File: src/rtl/lfsr_mon_pkg.sv
// Shared types and default sizing for the LFSR period monitor.
package lfsr_mon_pkg;

    typedef enum logic [1:0] {
        ST_IDLE    = 2'd0,
        ST_MEASURE = 2'd1,
        ST_DONE    = 2'd2,
        ST_ERROR   = 2'd3
    } state_t;

    localparam int DEF_WIDTH      = 4;
    localparam int DEF_PERIOD_W   = 8;
    localparam int DEF_MAX_PERIOD = 255;

endpackage

File: src/rtl/lfsr_mon_cnt.sv
// Sample counter: clear, enable, terminal count at MAX_PERIOD.
// Clear with enable loads 1, so the seed sample is counted in the same edge.
module lfsr_mon_cnt
    import lfsr_mon_pkg::*;
#(
    parameter int PERIOD_W   = DEF_PERIOD_W,
    parameter int MAX_PERIOD = DEF_MAX_PERIOD
) (
    input  logic                i_clk,
    input  logic                i_reset,
    input  logic                i_clr,
    input  logic                i_en,
    output logic [PERIOD_W-1:0] o_cnt,
    output logic                o_tc
);

    logic [PERIOD_W-1:0] r_cnt;

    always_ff @(posedge i_clk or negedge i_reset) begin
        if (!i_reset) begin
            r_cnt <= '0;
        end else if (i_clr) begin
            r_cnt <= i_en ? PERIOD_W'(1) : '0;
        end else if (i_en) begin
            r_cnt <= r_cnt + PERIOD_W'(1);
        end
    end

    assign o_cnt = r_cnt;
    assign o_tc  = (r_cnt == PERIOD_W'(MAX_PERIOD));

endmodule

File: src/rtl/lfsr_period_monitor.sv
// Captures a seed, counts valid samples until it recurs, flags zero/stuck/timeout.
// Registered outputs; period_valid rises on the edge that samples the seed repeat.
module lfsr_period_monitor
    import lfsr_mon_pkg::*;
#(
    parameter int WIDTH      = DEF_WIDTH,
    parameter int PERIOD_W   = DEF_PERIOD_W,
    parameter int MAX_PERIOD = DEF_MAX_PERIOD
) (
    input  logic                i_clk,
    input  logic                i_reset,
    input  logic                i_restart,
    input  logic                i_in_valid,
    input  logic [WIDTH-1:0]    i_in_data,
    output logic                o_busy,
    output logic                o_period_valid,
    output logic [PERIOD_W-1:0] o_period,
    output logic                o_zero_err,
    output logic                o_stuck_err,
    output logic                o_timeout_err
);

    state_t              r_state, w_state_nxt;
    logic [WIDTH-1:0]    r_seed, w_seed_nxt;
    logic [WIDTH-1:0]    r_prev, w_prev_nxt;
    logic                r_busy, w_busy_nxt;
    logic                r_pv, w_pv_nxt;
    logic [PERIOD_W-1:0] r_period, w_period_nxt;
    logic                r_zero, w_zero_nxt;
    logic                r_stuck, w_stuck_nxt;
    logic                r_tout, w_tout_nxt;

    logic                w_cnt_clr;
    logic                w_cnt_en;
    logic [PERIOD_W-1:0] w_cnt;
    logic                w_cnt_tc;

    lfsr_mon_cnt #(
        .PERIOD_W   (PERIOD_W),
        .MAX_PERIOD (MAX_PERIOD)
    ) u_cnt (
        .i_clk   (i_clk),
        .i_reset (i_reset),
        .i_clr   (w_cnt_clr),
        .i_en    (w_cnt_en),
        .o_cnt   (w_cnt),
        .o_tc    (w_cnt_tc)
    );

    always_ff @(posedge i_clk or negedge i_reset) begin
        if (!i_reset) begin
            r_state  <= ST_IDLE;
            r_seed   <= '0;
            r_prev   <= '0;
            r_busy   <= 1'b0;
            r_pv     <= 1'b0;
            r_period <= '0;
            r_zero   <= 1'b0;
            r_stuck  <= 1'b0;
            r_tout   <= 1'b0;
        end else begin
            r_state  <= w_state_nxt;
            r_seed   <= w_seed_nxt;
            r_prev   <= w_prev_nxt;
            r_busy   <= w_busy_nxt;
            r_pv     <= w_pv_nxt;
            r_period <= w_period_nxt;
            r_zero   <= w_zero_nxt;
            r_stuck  <= w_stuck_nxt;
            r_tout   <= w_tout_nxt;
        end
    end

    always_comb begin
        w_state_nxt  = r_state;
        w_seed_nxt   = r_seed;
        w_prev_nxt   = r_prev;
        w_busy_nxt   = r_busy;
        w_pv_nxt     = r_pv;
        w_period_nxt = r_period;
        w_zero_nxt   = r_zero;
        w_stuck_nxt  = r_stuck;
        w_tout_nxt   = r_tout;
        w_cnt_clr    = 1'b0;
        w_cnt_en     = 1'b0;

        if (i_restart) begin
            w_state_nxt  = ST_IDLE;
            w_seed_nxt   = '0;
            w_prev_nxt   = '0;
            w_busy_nxt   = 1'b0;
            w_pv_nxt     = 1'b0;
            w_period_nxt = '0;
            w_zero_nxt   = 1'b0;
            w_stuck_nxt  = 1'b0;
            w_tout_nxt   = 1'b0;
            w_cnt_clr    = 1'b1;
        end else begin
            case (r_state)
                ST_IDLE: begin
                    if (i_in_valid) begin
                        if (i_in_data == '0) begin
                            w_zero_nxt  = 1'b1;
                            w_state_nxt = ST_ERROR;
                        end else begin
                            w_seed_nxt  = i_in_data;
                            w_prev_nxt  = i_in_data;
                            w_cnt_clr   = 1'b1;
                            w_cnt_en    = 1'b1;
                            w_busy_nxt  = 1'b1;
                            w_state_nxt = ST_MEASURE;
                        end
                    end
                end
                ST_MEASURE: begin
                    // A period-1 stream hits the stuck check before the seed match.
                    if (i_in_valid) begin
                        if (i_in_data == '0) begin
                            w_zero_nxt  = 1'b1;
                            w_busy_nxt  = 1'b0;
                            w_state_nxt = ST_ERROR;
                        end else if (i_in_data == r_prev) begin
                            w_stuck_nxt = 1'b1;
                            w_busy_nxt  = 1'b0;
                            w_state_nxt = ST_ERROR;
                        end else if (i_in_data == r_seed) begin
                            w_period_nxt = w_cnt;
                            w_pv_nxt     = 1'b1;
                            w_busy_nxt   = 1'b0;
                            w_state_nxt  = ST_DONE;
                        end else if (w_cnt_tc) begin
                            w_tout_nxt  = 1'b1;
                            w_busy_nxt  = 1'b0;
                            w_state_nxt = ST_ERROR;
                        end else begin
                            w_cnt_en   = 1'b1;
                            w_prev_nxt = i_in_data;
                        end
                    end
                end
                ST_DONE, ST_ERROR: begin
                end
                default: begin
                    w_state_nxt = ST_IDLE;
                end
            endcase
        end
    end

    assign o_busy         = r_busy;
    assign o_period_valid = r_pv;
    assign o_period       = r_period;
    assign o_zero_err     = r_zero;
    assign o_stuck_err    = r_stuck;
    assign o_timeout_err  = r_tout;

endmodule

File: config.mk
export PLATFORM = sky130hd
export DESIGN_NAME = lfsr_period_monitor
export DESIGN_NICKNAME = d
export VERILOG_FILES = /design/src/rtl/lfsr_mon_pkg.sv /design/src/rtl/lfsr_mon_cnt.sv /design/src/rtl/lfsr_period_monitor.sv
export SDC_FILE = /design/constraint.sdc
export NUM_CORES = 1
export LEC_CHECK = 0
export ABC_AREA = 0
export CORE_MARGIN = 4
export CORE_UTILIZATION = 40
export CTS_BUF_LIST = sky130_fd_sc_hd__clkbuf_4 sky130_fd_sc_hd__clkbuf_8 sky130_fd_sc_hd__clkbuf_16
export CTS_CLUSTER_SIZE = 12
export DETAILED_ROUTE_END_ITERATION = 7
export SYNTH_ARGS = -nofsm -noshare
export SYNTH_HDL_FRONTEND = slang
export SYNTH_SLANG_ARGS = --single-unit
File: constraint.sdc
create_clock -name i_clk -period 2.3 [get_ports i_clk]
set_clock_uncertainty 0.05 [all_clocks]
set_input_delay 0.46 -clock i_clk [delete_from_list [all_inputs] [get_ports i_clk]]
set_output_delay 0.46 -clock i_clk [all_outputs]
set_load 0.03 [all_outputs]
* Yosys cells after proc, flatten, opt, wreduce, memory -nomap -nowiden *
Cells that the tools add are included.

word-level totals
  flip-flop bits (word level) = 31
  logic and storage cells = 118

operators by class
  add/sub/neg operators = 1
  equal/unequal tests = 15
  mux-type cells = 71
  reductions and logical operators = 21

operators by type and width
  operator                                                               number
  8-bit 2-to-1 mux                                                       8
  1-bit 2-to-1 mux                                                       41
  4-bit 2-to-1 mux                                                       10
  3-bit != test, second input constant                                   7
  2-bit nonzero test                                                     9
  2-bit 2-to-1 mux                                                       8
  5-bit AND reduction                                                    2
  8-bit by 1-bit adder with 8-bit output, second input constant          1
  4-bit equality test                                                    2
  8-bit equality test, second input constant                             1
  4-bit one-hot mux with 2 select lines                                  1
  4-bit AND reduction                                                    2
  8-bit AND reduction                                                    1
  2-bit != test, second input constant                                   3
  6-bit by 5-bit != test with 1-bit output, second input constant        1
  3-bit AND reduction                                                    2
  6-bit AND reduction                                                    1
  4-bit zero test                                                        1
  1-bit one-hot mux with 2 select lines                                  2
  2-bit one-hot mux with 2 select lines                                  1
  3-bit nonzero test                                                     1
  2-bit by 1-bit equality test with 1-bit output, second input constant  1
  2-bit zero test                                                        1
  2-bit OR reduction                                                     1

* Logic depth before layout (Yosys ltp) *
Gate-level depths: netlist (run 1).

  depth in word-level cells = 10
  gate-level depth with buffers = 7

* Hierarchy *
A second synthesis (run 1) with hierarchy kept.

second synthesis, totals
  cell total of the unflattened synthesis = 140
  area, all modules = 1,571.5 um^2

by module, submodules not included
  module               cells an instance  seq. area each (um^2)  area each (um^2)  instances
  lfsr_period_monitor  101                575.6                  1,172.4           1
  lfsr_mon_cnt         39                 200.2                  399.1             1

* Least setup slack after synthesis (run 1) *
Ideal clock, no wire load.

  path type = register to register
  start = register u_cnt.r_cnt[0] (netlist: u_cnt.o_cnt[0])
  end = register u_cnt.r_cnt[6] (netlist: u_cnt.o_cnt[6])
  path buffers = 1
  arrival = 1.804 ns
  period minus slack after synthesis = 1.932 ns
  setup slack = 0.368 ns
  stages on the path, launching flop included = 8
  cell sequence = dfrtp_1 > ha_1 > and4_1 > nand4_1 > nand4b_4 > buf_4 > or3_1 > a21oi_1

on the way
  longest elaborated chain between the ends = 9
  elaborated cells between the ends (all ways) = 12
  those cells by class = add/sub: 1; eq/ne: 1; mux: 9; reduce/logical: 1

RTL lines
  element                                RTL line                    RTL
  start, declared                        lfsr_mon_cnt.sv:17          logic [PERIOD_W-1:0] r_cnt;
  start signal, assigned                 lfsr_mon_cnt.sv:23          r_cnt <= i_en ? PERIOD_W'(1) : '0;
  start signal, assigned                 lfsr_mon_cnt.sv:25          r_cnt <= r_cnt + PERIOD_W'(1);
  8-bit equality test                    lfsr_mon_cnt.sv:30          assign o_tc = (r_cnt == PERIOD_W'(MAX_PERIOD));
  1-bit 2-to-1 mux                       lfsr_period_monitor.sv:131  end else if (w_cnt_tc) begin
  1-bit 2-to-1 mux                       lfsr_period_monitor.sv:126  end else if (i_in_data == r_seed) begin
  1-bit 2-to-1 mux                       lfsr_period_monitor.sv:122  end else if (i_in_data == r_prev) begin
  1-bit 2-to-1 mux                       lfsr_period_monitor.sv:118  if (i_in_data == '0) begin
  1-bit 2-to-1 mux                       lfsr_period_monitor.sv:117  if (i_in_valid) begin
  1-bit one-hot mux with 2 select lines  lfsr_period_monitor.sv:99   case (r_state)
  1-bit 2-to-1 mux                       lfsr_period_monitor.sv:87   if (i_restart) begin
  2-bit nonzero test (no line)           n/a

Parallel ways exist; a longest one is shown, timed or not. The select of a mux whose other input is x is not followed.
A chain may end at the register's enable or synchronous reset.

* Worst setup path after layout (run 1) *
  start = input port i_in_data[3]
  end = register r_prev[0]

on the way
  longest elaborated chain between the ends = 3
  elaborated cells between the ends (all ways) = 8
  those cells by class = eq/ne: 6; reduce/logical: 2

RTL lines
  element                                      RTL line                    RTL
  start, declared                              lfsr_period_monitor.sv:14   input logic [WIDTH-1:0] i_in_data,
  4-bit equality test (tied with other cells)  lfsr_period_monitor.sv:126
  3-bit != test (no line)                      n/a
  8-bit AND reduction (no line) *              n/a
  end signal, assigned                         lfsr_period_monitor.sv:64   r_prev <= w_prev_nxt;
  end, declared                                lfsr_period_monitor.sv:25   logic [WIDTH-1:0] r_prev, w_prev_nxt;

Mark *: on every way between the ends. The rest lies on a longest branch, timed or not.

==> results.py, run 1 <==
metrics = {
    "yosys": {
        "synthAdderAreaFrac": 0.00801,
        "synth-compound-area-share": 0.0962,
        "postSynthRegisterBits": 31,
        "synth_flop_cell": "dfrtp_1",
        "yosysMostFrequentCell": "dfrtp_1",
        "post-synth-top-area-cell": "dfrtp_1",
        "yosys.area.top_type_share": 0.497,
        "synth_xor_area_frac": 0.0449,
        "syn_area_per_cell_sq_um": 10.4,
        "synth_edf_count": 0,
        "ys_types": 34,
        "ys_seq_area_frac": 0.497,
        "yosysWarningCount": 0,
        "synthTopCellsByCount": "dfrtp_1 (31), nor2_1 (19), mux2i_1 (17)",
        "syn_inst": 150,
        "synthMuxAreaShare": 0.109,
        "synth-async-reset-ratio": 1.00,
        "synth_top_family_by_area": "simple AND/OR/NAND/NOR gates",
        "syn-cell-area_sq_mm": 0.00156,
        "synth_fp_nets": 159,
        "netlist_top_cells_area": "dfrtp_1 (50%), mux2i_1 (11%), nor2_1 (4.6%)",
        "yosys.area_share.simple": 0.217,
    },
    "clock_tree": {
        "insertion_delay_ns": 0.28,
        "post-cts-setup-buffer-count": 0,
        "clkTransAtPathRegs_ns": 0.06,
        "cts_max_level": 2,
        "ctsResizeCount": 0,
        "root_buffer": "clkbuf_8",
        "ctsHoldBuffers": 0,
        "clockBufferDepth": 2,
        "clock-sinks": 31,
        "cts_tree": "yes",
        "cts_made_buffers": 5,
    },
    "power": {
        "switchingPower_mw": 0.301,
        "switching_share": 0.245,
        "internal_power_mw": 0.931,
        "seqPwrFrac": 0.470,
        "power_leakage_nw": 0.901,
        "ir_worst_vdd_mv": 0.383,
        "clockPowerShare": 0.388,
        "power_density_mw_per_mm2": 601,
        "combPwrFrac": 0.142,
    },
    "outcome": {
        "status": "finished clean",
    },
    "sta": {
        "setup_viol": 0,
        "fin_crit_ns": 2.22,
        "min_period_over_period": 0.966,
        "hold_violations": 0,
        "slew_violations": 0,
        "max_freq_mhz": 450,
        "tightest_slew_ns": 0.409,
        "slew_headroom": 0.725,
        "rsz0062_at_grt": "no",
    },
    "setup_path": {
        "reg2reg_to": "u_cnt.o_cnt[7]",
        "reg2reg_slack_ns": 0.26,
        "worstSetupPathType": "in -> reg",
        "cp-end-kind": "register",
        "worstPathArrival_ns": 2.38,
        "r2r.worst_path.cells": 6,
        "critPathLaunchType": "input port",
        "worstPathMaxFanout": 5,
        "r2r-start": "u_cnt.o_cnt[1]",
        "crit_required_ns": 2.45,
    },
    "run": {
        "drv_cap": 0,
    },
    "global_route": {
        "grt_pass1_wl_mm": 6.04,
        "antenna_found_initial": 0,
        "grt_overflow": 0,
        "grt_max_degree": 32,
        "track_usage": 0.156,
        "grt_pass1_vias": 1222,
    },
    "cells_and_area": {
        "drive_gt1_frac": 0.179,
        "diodes": 0,
        "final_cell_area_sq_mm": 0.00205,
        "stdcell_count": 238,
        "area_growth_pct": 31.3,
        "nets": 198,
    },
    "drt": {
        "drt_pass1_iterations": 4,
        "drtIter0Drc": 51,
        "vias": 1219,
        "drc": 0,
        "drt-total-wl_mm": 3.36,
        "wl_per_cell_um": 14.1,
        "antenna_left": 0,
        "vias_per_cell": 5.12,
    },
    "worst_hold_path": {
        "hold_path_depth": 1,
        "hold_path_class": "reg -> reg",
        "worstHoldStart": "o_timeout_err",
        "hold_end": "o_timeout_err",
    },
    "placed_design": {
        "gp_congestion": 0.817,
        "hpwl_mm": 2.44,
        "dp_cells": 230,
        "io_buffers": 20,
        "dpl_cell_area_sq_mm": 0.00194,
    },
    "floorplanning": {
        "fp.dieH_um": 70.5,
        "initial_utilization": 0.420,
        "core_area_sq_mm": 0.00372,
        "fp-row-count": 22,
        "die_area_sq_mm": 0.00497,
        "dieWidth_um": 70.5,
        "io_pins": 21,
    },
}
==> per-stage QoR <==
stage / hold WS (ns) / TNS (ns) / utilization / worst slack, ns / total power [mW]
after floorplan: 0.114 / 0 / - / 0.368 / 0.687
after global placement: 0.430 / -2.45 / 0.523 / -0.142 / 0.763
after detailed placement: 0.440 / -3.02 / 0.523 / -0.256 / 0.767
after CTS: 0.455 / 0 / 0.551 / 0.0573 / 1.25
after global routing: 0.500 / 0 / 0.552 / 0.00965 / 1.29
final: 0.447 / 0 / 0.552 / 0.0781 / 1.23
==> kinds of logic (layout without fill, tap and decap cells) <==
kind of cell | after synthesis | after routing
flops | 31 | 31
buf+inv | 10 | 50
xor+xnor | 8 | 8
simple gates | 59 | 59
compound gates | 24 | 24
mux | 17 | 17
fa+ha+maj | 1 | 1
==> worst max path at each step <==
stage,startpoint,endpoint,slack [ns],cells past startpoint
finish,i_in_data[3],r_prev[0],0.08,6
floorplan,u_cnt.o_cnt[0],u_cnt.o_cnt[6],0.37,7
detailed placement,i_in_data[2],r_prev[0],-0.26,6
global placement,i_in_data[2],u_cnt.o_cnt[7],-0.14,6
global route,i_in_data[3],u_cnt.o_cnt[7],0.01,6
CTS,i_in_data[2],r_prev[0],0.06,6
==> cell usage in the layout (no fill, tap or decap), drive strengths merged, types with 3 or more instances in the layout <==
cell type | netlist | final
nor2 | 19 | 19
clkbuf | 4 | 8
clkdlybuf4s50 | 0 | 19
xor2 | 4 | 4
nor3 | 3 | 3
xnor2 | 4 | 4
nand3 | 5 | 5
or3 | 5 | 5
mux2i | 17 | 17
nand2 | 10 | 10
inv | 3 | 3
dfrtp | 31 | 31
buf | 3 | 19
a21oi | 11 | 11
o21ai | 7 | 7
==> cell type report <==
class	instances	area, sq um
clock buffer	8	104
inverter	3	11.3
sequential	31	776
tap	48	60.1
timing repair buffer	39	358
fill	343	1670
multi-input combinational	109	742
==> layer usage <==
metal,global-route usage,up-vias,wire length (um)
li1,-,606,-
met1,0.216,585,1620
met2,0.216,24,1520
met3,0.0532,4,164
met4,0.0702,0,58
met5,0,-,0
==> state kept, by name (all words and copies together) (netlist names) <==
register        cells
o_period            8
u_cnt.o_cnt         8
r_prev              4
r_seed              4
r_state             2
o_busy              1
o_period_valid      1
o_stuck_err         1
o_timeout_err       1
o_zero_err          1
==> power groups by stage <==
stage	Combinational (mW)	Sequential [mW]	Clock, mW
after detailed placement	0.178	0.589	0
after global routing	0.194	0.582	0.518
after global placement	0.174	0.589	0
final	0.175	0.579	0.478
after floorplan	0.0965	0.590	0
after CTS	0.178	0.579	0.492
==> worst max-delay path, cell delays in order <==
cell             delay, ns
clkdlybuf4s50_1       0.50
xor2_1                0.20
nor4_2                0.44
and2b_1               0.27
a31oi_4               0.28
mux2i_1               0.22
No activity file was read; power rests on OpenSTA's default activity.
==> run 2: changes to the inputs <==
--- a/config.mk
+++ b/config.mk
@@ -7,10 +7,11 @@
 export LEC_CHECK = 0
 export ABC_AREA = 0
 export CORE_MARGIN = 4
-export CORE_UTILIZATION = 40
+export CORE_UTILIZATION = 45
 export CTS_BUF_LIST = sky130_fd_sc_hd__clkbuf_4 sky130_fd_sc_hd__clkbuf_8 sky130_fd_sc_hd__clkbuf_16
 export CTS_CLUSTER_SIZE = 12
 export DETAILED_ROUTE_END_ITERATION = 7
+export PLACE_DENSITY_LB_ADDON = 0.12
 export SYNTH_ARGS = -nofsm -noshare
 export SYNTH_HDL_FRONTEND = slang
 export SYNTH_SLANG_ARGS = --single-unit
==> constraint.sdc (replaced) <==
create_clock -name i_clk -period 2.3 [get_ports i_clk]
set_clock_uncertainty 0.05 [all_clocks]
set_input_delay 0.46 -clock i_clk [delete_from_list [all_inputs] [get_ports i_clk]]
set_output_delay 0.46 -clock i_clk [all_outputs]
set_load 0.1 [all_outputs]
==> run 2 against run 1 <==
Compared with the run above: first-iteration DRC count is 12% higher; global-route usage is 3.0 points higher; core utilization up 6.1 points; largest power group unchanged.
==> results.py, run 2 (synthesis results as in run 1) <==
metrics = {
    "outcome": {
        "status": "finished clean",
    },
    "cells_and_area": {
        "fillers": 310,
        "nets": 206,
        "drive_gt1_frac": 0.278,
        "utilization": 0.613,
        "area_growth_pct": 30.9,
        "multi_input_comb_area_sq_um": 742,
        "seqCellArea_sq_um": 776,
        "final_cell_mix": "buf_4 (39), dfrtp_1 (31), nor2_1 (19)",
        "diodes": 0,
        "final_common_cell": "buf_4",
    },
    "power": {
        "switchingPower_mw": 0.315,
        "combPwrFrac": 0.172,
        "clockPowerShare": 0.328,
        "seqPwrFrac": 0.501,
        "power_leakage_nw": 0.953,
        "power_density_mw_per_mm2": 568,
        "switching_share": 0.272,
        "internal_power_mw": 0.845,
        "ir_worst_vdd_mv": 0.294,
    },
    "setup_path": {
        "r2r-start": "u_cnt.o_cnt[0]",
        "worstPathArrival_ns": 2.37,
        "crit_required_ns": 2.47,
        "critPathSlowestCell": "clkdlybuf4s50_1",
        "r2r.worst_path.cells": 6,
        "worstSetupPathType": "in -> reg",
        "cp-end-kind": "register",
        "slowest_delay_ns": 0.49,
        "crit_chain": "clkdlybuf4s50_1 -> buf_4 -> xnor2_1 -> nand4_2 -> nor3_1 -> buf_12 -> mux2i_1 -> nor2_1",
        "reg2reg_to": "u_cnt.o_cnt[7]",
        "crit_family": "buffers and inverters",
        "reg2reg_slack_ns": 0.19,
        "critPathLaunchType": "input port",
        "worstPathMaxFanout": 10,
        "cp.buffers_inverters": 3,
    },
    "sta": {
        "tightest_slew_ns": 0.442,
        "fin_crit_ns": 2.20,
        "min_period_over_period": 0.958,
        "tns_ns": 0,
        "setup_viol": 0,
        "hold_violations": 0,
        "rsz0062_at_grt": "no",
        "max_freq_mhz": 454,
        "slew_violations": 0,
        "slew_headroom": 0.704,
    },
    "global_route": {
        "grt_overflow": 0,
        "antenna_found_initial": 0,
        "grt_max_degree": 32,
        "grt_pass1_vias": 1317,
        "track_usage": 0.185,
        "grt_pass1_wl_mm": 6.19,
    },
    "clock_tree": {
        "cts_max_level": 2,
        "cts_tree": "yes",
        "insertion_delay_ns": 0.33,
        "clkTransAtPathRegs_ns": 0.09,
        "ctsHoldBuffers": 0,
        "cts_made_buffers": 5,
        "clock-sinks": 31,
        "clockBufferDepth": 2,
        "root_buffer": "clkbuf_4",
    },
    "worst_hold_path": {
        "hold_path_class": "in -> async",
    },
    "drt": {
        "drc": 0,
        "vias": 1273,
        "vias_per_cell": 5.22,
        "antenna_left": 0,
        "drt-total-wl_mm": 3.56,
        "drtIter0Drc": 57,
        "wl_per_cell_um": 14.6,
        "drt_pass1_iterations": 4,
    },
    "floorplanning": {
        "die_area_sq_mm": 0.00448,
        "io_pins": 21,
        "fp-row-count": 21,
        "initial_utilization": 0.468,
        "core_area_sq_mm": 0.00334,
        "dieWidth_um": 66.9,
        "fp.dieH_um": 66.9,
    },
    "run": {
        "drv_cap": 0,
    },
    "placed_design": {
        "hpwl_mm": 2.60,
        "gp_congestion": 0.803,
        "io_buffers": 20,
    },
}
==> run 2: per-layer routing <==
metal	track usage	wire (um)	vias to the layer above
li1	-	-	624
met2	0.324	1820	14
met4	0.0532	49	0
met1	0.216	1570	630
met5	0	0	-
met3	0.0573	110	5
==> run 2: worst reg2reg max path: cells and delay by family (launching register included) <==
| kind | cells | cell delay (ns) |
|---|---|---|
| AND/OR/NAND/NOR | 4 | 1.13 |
| AO/OA/AOI/OAI | 1 | 0.15 |
| adder cells (fa/ha/maj) | 1 | 0.26 |
| flip-flops | 1 | 0.46 |
==> run 2: per-stage QoR <==
step	hold WS (ns)	setup WS, ns	total power, mW	area (sq um)	cells
after floorplan	0.114	0.368	0.701	1560	150
final	0.456	0.0959	1.16	2040	244
after global placement	0.429	-0.203	0.789	1970	236
after global routing	0.481	0.00672	1.22	2040	244
after CTS	0.460	0.0934	1.17	2040	244
after detailed placement	0.438	-0.246	0.794	1970	236
==> run 2: what timing repair did <==
item / 4_1_cts / 5_1_grt
resized for setup: 0 / 1
setup endpoints to repair: 0 / 4
setup buffers: 0 / 0
==> run 2: worst max-delay path by stage <==
stage	start	to	slack [ns]	cells past startpoint
3_3_place_gp	i_in_data[3]	u_cnt.o_cnt[7]	-0.20	7
3_5_place_dp	i_in_data[0]	o_period[1]	-0.25	8
4_1_cts	i_in_data[3]	u_cnt.o_cnt[7]	0.09	7
5_1_grt	i_in_data[0]	o_period[1]	0.007	8
2_1_floorplan	u_cnt.o_cnt[0]	u_cnt.o_cnt[6]	0.37	7
6_report	i_in_data[0]	o_period[1]	0.1	8
==> run 2: power groups by stage <==
stage / Clock [mW] / Sequential [mW] / Combinational (mW)
final: 0.380 / 0.581 / 0.200
after global routing: 0.416 / 0.584 / 0.219
after CTS: 0.388 / 0.581 / 0.203
after detailed placement: 0 / 0.592 / 0.202
after global placement: 0 / 0.591 / 0.198
after floorplan: 0 / 0.604 / 0.0966
==> run 2: layout make-up <==
type | instances | share of cell area
Clock buffer | 8 | 0.0355
Inverter | 3 | 0.00551
Multi-Input combinational cell | 109 | 0.363
Sequential cell | 31 | 0.379
Tap cell | 46 | 0.0282
Timing Repair Buffer | 47 | 0.188
==> run 3: changes to the inputs <==
--- a/config.mk
+++ b/config.mk
@@ -15,3 +15,4 @@
 export SYNTH_ARGS = -nofsm -noshare
 export SYNTH_HDL_FRONTEND = slang
 export SYNTH_SLANG_ARGS = --single-unit
+export TNS_END_PERCENT = 1
==> results of run 3 <==
Final layout, timing and power as in run 2 (identical DEF).
